$ cat config.mk
export PLATFORM = sky130hd
export DESIGN_NAME = peripheral_gpio_edge_irq_bb
export DESIGN_NICKNAME = d
export VERILOG_FILES = /design/src/rtl/peripheral_gpio_bb_pkg.sv /design/src/rtl/peripheral_gpio_debounce_bb.sv /design/src/rtl/peripheral_gpio_edge_irq_bb.sv
export SDC_FILE = /design/constraint.sdc
export NUM_CORES = 1
export LEC_CHECK = 0
export BUFFER_PORTS_ARGS = -buffer_cell sky130_fd_sc_hd__buf_4
export CORE_AREA = 2 2 127 67
export CTS_CLUSTER_DIAMETER = 150
export DETAILED_ROUTE_END_ITERATION = 8
export DIE_AREA = 0 0 129 69
export GPL_TIMING_DRIVEN = 0
export PLACE_DENSITY = 0.72
export SETUP_SLACK_MARGIN = 0.05
export SYNTH_ARGS = -nofsm -noshare
export SYNTH_HDL_FRONTEND = slang
export SYNTH_HIERARCHICAL = 1
export SYNTH_SLANG_ARGS = --single-unit
$ cat constraint.sdc
create_clock -name clk -period 2.2 [get_ports clk]
set_input_delay 0.22 -clock clk [delete_from_list [all_inputs] [get_ports clk]]
set_output_delay 0.22 -clock clk [all_outputs]
set_load 0.05 [all_outputs]
$ cat src/rtl/peripheral_gpio_bb_pkg.sv
// Shared types and defaults for the BlackBone GPIO input conditioning stage.
package peripheral_gpio_bb_pkg;

  localparam int GPIO_WIDTH_DEF = 8;
  localparam int DEBOUNCE_W_DEF = 4;
  localparam int DB_BYPASS      = 0;

  typedef logic [GPIO_WIDTH_DEF-1:0] gpio_vec_t;

endpackage

$ cat src/rtl/peripheral_gpio_debounce_bb.sv
// Single-pin debounce filter. rise/fall are the commit strobes for the coming edge,
// so the parent can register edges and pending on the same edge as dout.
module peripheral_gpio_debounce_bb
  import peripheral_gpio_bb_pkg::*;
#(
  parameter int DEBOUNCE_W = DEBOUNCE_W_DEF
) (
  input  logic                  clk,
  input  logic                  rst,
  input  logic                  din,
  input  logic [DEBOUNCE_W-1:0] threshold,
  output logic                  dout,
  output logic                  rise,
  output logic                  fall
);

  logic                  dout_q, dout_d;
  logic [DEBOUNCE_W-1:0] cnt_q, cnt_d;

  // The >= compare lets a lowered threshold commit a count already past it.
  always_comb begin
    dout_d = dout_q;
    cnt_d  = cnt_q;
    rise   = 1'b0;
    fall   = 1'b0;
    if (din == dout_q) begin
      cnt_d = '0;
    end else if (cnt_q >= threshold) begin
      dout_d = din;
      cnt_d  = '0;
      rise   = din;
      fall   = ~din;
    end else begin
      cnt_d = cnt_q + 1'b1;
    end
  end

  always_ff @(posedge clk) begin
    if (!rst) begin
      dout_q <= 1'b0;
      cnt_q  <= '0;
    end else begin
      dout_q <= dout_d;
      cnt_q  <= cnt_d;
    end
  end

  assign dout = dout_q;

endmodule

$ cat src/rtl/peripheral_gpio_edge_irq_bb.sv
// Per-pin debounce, edge detection, sticky W1C pending bits and combined irq
// for the BlackBone GPIO.
module peripheral_gpio_edge_irq_bb
  import peripheral_gpio_bb_pkg::*;
#(
  parameter int WIDTH      = GPIO_WIDTH_DEF,
  parameter int DEBOUNCE_W = DEBOUNCE_W_DEF
) (
  input  logic                  clk,
  input  logic                  rst,
  input  logic [WIDTH-1:0]      sync_in,
  input  logic [DEBOUNCE_W-1:0] db_threshold,
  input  logic [WIDTH-1:0]      rise_en,
  input  logic [WIDTH-1:0]      fall_en,
  input  logic [WIDTH-1:0]      ie,
  input  logic [WIDTH-1:0]      clr,
  output logic [WIDTH-1:0]      filt_out,
  output logic [WIDTH-1:0]      edge_rise,
  output logic [WIDTH-1:0]      edge_fall,
  output logic [WIDTH-1:0]      pending,
  output logic                  irq
);

  logic [WIDTH-1:0] rise_nxt, fall_nxt;
  logic [WIDTH-1:0] edge_rise_q, edge_rise_d;
  logic [WIDTH-1:0] edge_fall_q, edge_fall_d;
  logic [WIDTH-1:0] pending_q, pending_d;

  for (genvar gi = 0; gi < WIDTH; gi++) begin : g_pin
    peripheral_gpio_debounce_bb #(
      .DEBOUNCE_W(DEBOUNCE_W)
    ) u_db (
      .clk      (clk),
      .rst      (rst),
      .din      (sync_in[gi]),
      .threshold(db_threshold),
      .dout     (filt_out[gi]),
      .rise     (rise_nxt[gi]),
      .fall     (fall_nxt[gi])
    );
  end

  // A new edge overrides a clear strobe landing in the same cycle.
  always_comb begin
    edge_rise_d = rise_nxt;
    edge_fall_d = fall_nxt;
    pending_d   = (pending_q & ~clr) | (rise_nxt & rise_en) | (fall_nxt & fall_en);
  end

  always_ff @(posedge clk) begin
    if (!rst) begin
      edge_rise_q <= '0;
      edge_fall_q <= '0;
      pending_q   <= '0;
    end else begin
      edge_rise_q <= edge_rise_d;
      edge_fall_q <= edge_fall_d;
      pending_q   <= pending_d;
    end
  end

  assign edge_rise = edge_rise_q;
  assign edge_fall = edge_fall_q;
  assign pending   = pending_q;
  assign irq       = |(pending_q & ie);

endmodule

Word level (Yosys, flattened, before mapping)
Index checks and enable logic that the tools add are counted.
- register bits: 64
- input bits: 46
- output and inout bits: 33
- word-level logic and storage cells: 116
- $add $sub $neg: 8
- order comparisons: 8
- equality and inequality tests: 8
- muxes and demuxes: 32
- bitwise gates (word level): 24
- reductions and logical operators: 17
- operators with widths (cell ; count):
    $add 4x1->4 const B ; 8
    $and 8x8->8 ; 4
    $ge 4x4->1 ; 8
    $mux 1 ; 32
    $reduce_or 3->1 ; 8
    $not 1->1 ; 17
    $or 8x8->8 ; 2
    $reduce_and 2->1 ; 8
    $eq 1x1->1 ; 8
    $not 8->8 ; 1
    $reduce_or 8->1 ; 1

Longest topological paths before layout
- depth after elaboration: 6
- gate-level depth with buffers: 8
- gate-level depth less buffers: 8

Modules after synthesis
Netlist, hierarchy kept.
- by module, submodules not included (module ; instances ; cells each ; area an instance (µm²) ; seq. area each (µm²)):
    peripheral_gpio_debounce_bb ; 8 ; 35 ; 329.1 ; 100.1
    peripheral_gpio_edge_irq_bb ; 1 ; 71 ; 814.5 ; 480.5

Least setup slack after synthesis
Ideal clock, no wire load.
- path kind: flip-flop to flip-flop
- start: register g_pin[6].u_db.cnt_q[0]
- end: register pending_q[6], in the netlist pending[6]
- setup time: 0.120 ns
- data arrival time: 1.628 ns
- data required time: 2.080 ns
- slack: 0.452 ns
- cell stages (with the launch flop): 9
- buffers on the path: 0
- clock period less this slack: 1.748 ns
- path through: dfxtp_1 > inv_1 > ha_1 > nand2b_4 > a2111oi_4 > or2_4 > nor2_1 > a22oi_1 > a21boi_2
- elaborated cells on any way between the ends: 9
- those cells by class: order compare: 1; mux: 4; bitwise: 4
- RTL lines (what ; line ; source):
    start, declared ; peripheral_gpio_debounce_bb.sv:18 ; logic [DEBOUNCE_W-1:0] cnt_q, cnt_d;
    start signal, assigned ; peripheral_gpio_debounce_bb.sv:44 ; cnt_q <= cnt_d;
    $ge 4x4->1 ; peripheral_gpio_debounce_bb.sv:28 ; end else if (cnt_q >= threshold) begin
    $mux 1 ; peripheral_gpio_debounce_bb.sv:28 ;
    $mux 1 ; peripheral_gpio_debounce_bb.sv:26 ; if (din == dout_q) begin
    named net edge_fall_d[6] ; peripheral_gpio_edge_irq_bb.sv:26 ; logic [WIDTH-1:0] edge_fall_q, edge_fall_d;
    $and 8x8->8 ; peripheral_gpio_edge_irq_bb.sv:47 ; pending_d = (pending_q & ~clr) | (rise_nxt & rise_en) | (fall_nxt & fall_en);
    $or 8x8->8 ; peripheral_gpio_edge_irq_bb.sv:47 ;
    end signal, assigned ; peripheral_gpio_edge_irq_bb.sv:58 ; pending_q <= pending_d;
    end, declared ; peripheral_gpio_edge_irq_bb.sv:27 ; logic [WIDTH-1:0] pending_q, pending_d;
The timed path passes the listed nets, and every way through them passes these cells.
A chain may end at the register's enable or synchronous reset.

Worst setup path in the final report
- start: register g_pin[3].u_db.cnt_q[0]
- end: register pending_q[3], in the netlist pending[3]
- longest elaborated chain between the ends: 6
- elaborated cells on any way between the ends: 9
- those cells by class: order compare: 1; mux: 4; bitwise: 4
- RTL lines (what ; line ; source):
    start, declared ; peripheral_gpio_debounce_bb.sv:18 ;
    start signal, assigned ; peripheral_gpio_debounce_bb.sv:44 ;
    $ge 4x4->1 ; peripheral_gpio_debounce_bb.sv:28 ;
    $mux 1 ; peripheral_gpio_debounce_bb.sv:28 ;
    $mux 1 ; peripheral_gpio_debounce_bb.sv:26 ;
    named net edge_rise_d[3] ; peripheral_gpio_edge_irq_bb.sv:25 ; logic [WIDTH-1:0] edge_rise_q, edge_rise_d;
    $and 8x8->8 ; peripheral_gpio_edge_irq_bb.sv:47 ;
    $or 8x8->8 (2 in a row) ; peripheral_gpio_edge_irq_bb.sv:47 ;
The timed path passes the listed nets, and every way through them passes these cells.

==> impl_results.md <==
* Status: complete, no violations
* Final ANT Viol Nets at 0
* Setup-failing EPs final at 0
* Most common cell after layout, fill and taps aside: buf_4
* Worst Path Buf+Inv at 1
* Clock transition at the registers of the reported paths at roughly 0.050 ns
* Seq/Total Area, Yosys at 37.17%
* Mapped Nets at roughly 440
* Core Region at 0.007799 mm²
* Setup TNS at 0 ns
* DR iter-0 viols at 95
* Synthesized area at 0.003447 mm²
* Die width at between 100 and 150 µm
* Wirelength, routed at roughly 7500 µm
* Cells after synthesis at 351
* IO Count at between 70 and 80
* Yosys cell types at 23
* Cts hold-fix bufs at 0
* Number of antenna diodes at 0
* DP Wirelength at approximately 5800 µm
* Leak at 2.106 nW
* Worst Tran Pin Value at between 0.3 and 0.4 ns
* Final GP Congestion at ~0.80
* Clock Tree Buf Depth at 2
* Final Max Tran Viols at 0
* Arr. time, crit path at ~2.2 ns
* Max-slew headroom at 76.43%
* Worst Hold Class: in -> reg
* Max incr delay on CP at between 0.3 and 0.4 ns
* Area leader, netlist: dfxtp_1
* Multi-input gate area at approximately 0.0020 mm²
* Die footprint at around 0.0089 mm²
* Die Y at approximately 70 µm
* Setup Crit Path Kind: reg -> reg
* First-pass detailed-route iteration total at 4
* Row count at 23
* Top post-synthesis cells by area: dfxtp_1 (37%), ha_1 (15%), a2111oi_4 (6.4%)
* Syn avg cell area at 9.821 µm²
* Clk_lat worst skew at 0.33 ns
* Total gr overflow at 0
* YS warnings at 6
* Clock Skew at between 0.004 and 0.005 ns
* Final Cell Area at 0.004459 mm²
* VDD IR max at about 380 µV
* Total number of vias at ~2.6k
* Filler Cells Inserted at about 660
* H-tree levels at 3
* Post_cts resized at 0
* Total CTS buffers at 9
* Most frequent cells in the layout: buf_4 (79), dfxtp_1 (64), nor2_1 (48)
* Final number of hold-violating endpoints at 0
* PD cells at 670.5 mW/mm²
* Max frequency at about 500 MHz
* Unrepaired setup endpoints after global routing: no
* Tmin final at 1.991 ns
* Worst-path cell chain: inv_1, ha_1, nand2b_4, a2111oi_4, or2_4, nor2_1, a22oi_1, a21boi_2
* FF+latch area at around 0.0013 mm²
* Vias/cell at around 4.7
* DP Area at 0.004173 mm²
* Max-Cap Viols at 0
* Global Route Usage Sum at between 15 and 20%
* Final nets at 526
* Final period utilization at between 90 and 100%
* Slowest cell on crit path: dfxtp_1
* Post-synth top area share at between 30% and 40%
* Starting Density at 44.20%
* Delay-heaviest family, CP: compound AO/OA/AOI/OAI gates
* Root Driver: clkbuf_16
* Routed wire per std cell at ~13 µm
* Largest net degree at the start of global routing at 31
* Port Buf Inserts at 78
* Worst Path Required at between 2 and 2.5 ns
* CP Capture Type: register
* Initial antenna violation count at 0
* CP Max Fanout at 4
* Global-route wire length before repair at approximately 12000 µm
* Layout cell share with drive strength beyond 1 at ~27%
* # Post-CTS Setup Buffers at 0
* Sink Count at 64
* #FFs+latches synth at between 60 and 70
* Remaining DRCs at 0
* Vias in the first global route at approximately 2.6k
* Startpoint Class: register
* TritonCTS clock tree: done
* Area Growth Syn to Fin at 29.36%
## worst reg2reg max path, stage by stage (launching register included)
cell	delay, ns
dfxtp_1	0.37
inv_1	0.06
ha_1	0.26
nand2b_4	0.15
a2111oi_4	0.36
or2_4	0.21
nor2_1	0.05
a22oi_1	0.33
a21boi_2	0.09
## synthesized netlist by cell type
cell / count
buf_2: 1
or2_4: 8
and3_1: 8
o21a_1: 8
nand2b_1: 24
a21boi_2: 4
nand2_1: 16
xor2_1: 8
nand2b_4: 8
nor2_1: 48
a2111oi_4: 8
xnor2_1: 8
inv_1: 32
o21ai_1: 8
nand3_1: 8
nand4_1: 1
dfxtp_1: 64
a22oi_1: 12
ha_1: 40
and2_1: 16
buf_4: 1
a21boi_0: 12
mux2i_1: 8
## final timing paths
path                                     startpoint                           endpoint  slack (ns)  cells past startpoint
setup / recovery  g_pin[3].u_db/cnt_q[0]$_SDFF_PP0_              pending[3]$_SDFF_PN0_        0.21                      8
hold / removal                           sync_in[5]    g_pin[5].u_db/dout$_SDFFE_PN0P_        0.15                      3
setup reg to reg  g_pin[3].u_db/cnt_q[0]$_SDFF_PP0_              pending[3]$_SDFF_PN0_        0.21                      8
hold reg to reg   g_pin[2].u_db/cnt_q[0]$_SDFF_PP0_  g_pin[2].u_db/cnt_q[0]$_SDFF_PP0_        0.46                      1
## logic make-up (layout without fill, tap and decap cells)
kind of cell             Yosys count  count (layout)  share of synthesized area [%]
XOR/XNOR                          16              16                          4.065
multiplexers                       8               8                          2.323
AO/OA/AOI/OAI                     52              52                          15.83
flip-flops                        64              64                          37.17
AND/OR/NAND/NOR                  137             137                          22.25
buffers and inverters             34             128                          3.848
adder cells (fa/ha/maj)           40              40                          14.52
## final cells by class
| type | instances | share of cell area, % |
|---|---|---|
| plain buffers | 2 | 0.2806 |
| inverters | 32 | 2.694 |
| multi-input cells | 253 | 45.59 |
| clock buffers | 14 | 6.145 |
| flip-flops and latches | 64 | 28.73 |
| repair buffers | 78 | 13.13 |
| clock inverters | 2 | 0.2806 |
| well taps | 112 | 3.143 |
## metal layers
| metal | GRT usage [%] | wire [µm] | vias to the layer above |
|---|---|---|---|
| met3 | 6.444 | 343 | 9 |
| met5 | 0 | 0 | - |
| met4 | 4.710 | 74 | 0 |
| met1 | 23.88 | 3686 | 1216 |
| li1 | - | - | 1360 |
| met2 | 27.51 | 3361 | 44 |
## report_power, final
| group | internal (mW) | switching (mW) |
|---|---|---|
| registers | 1.19 | 0.0280 |
| logic | 0.225 | 0.212 |
| clock network | 0.852 | 0.480 |
| total | 2.27 | 0.721 |
## flip-flops by register name (all words and copies together) (netlist names)
signal,count
edge_fall,8
pending,8
g_pin.u_db/dout,8
g_pin.u_db/cnt_q,32
edge_rise,8
## per-stage QoR
| stage | std cells | worst slack [ns] | hold slack [ns] | total power, mW | utilization (%) |
|---|---|---|---|---|---|
| 6_report | 557 | 0.2087 | 0.1524 | 2.990 | 57.18 |
| 5_1_grt | 557 | 0.07831 | 0.1496 | 3.133 | 57.18 |
| 4_1_cts | 557 | 0.1916 | 0.1418 | 3.037 | 57.18 |
| 3_5_place_dp | 541 | 0.2082 | 0.4524 | 1.681 | 53.51 |
| 3_3_place_gp | 541 | 0.2378 | 0.4467 | 1.669 | 53.51 |
| 2_1_floorplan | 351 | 0.4516 | 0.3588 | 1.532 | - |
Note: power is estimated with default switching activity, not from simulation.
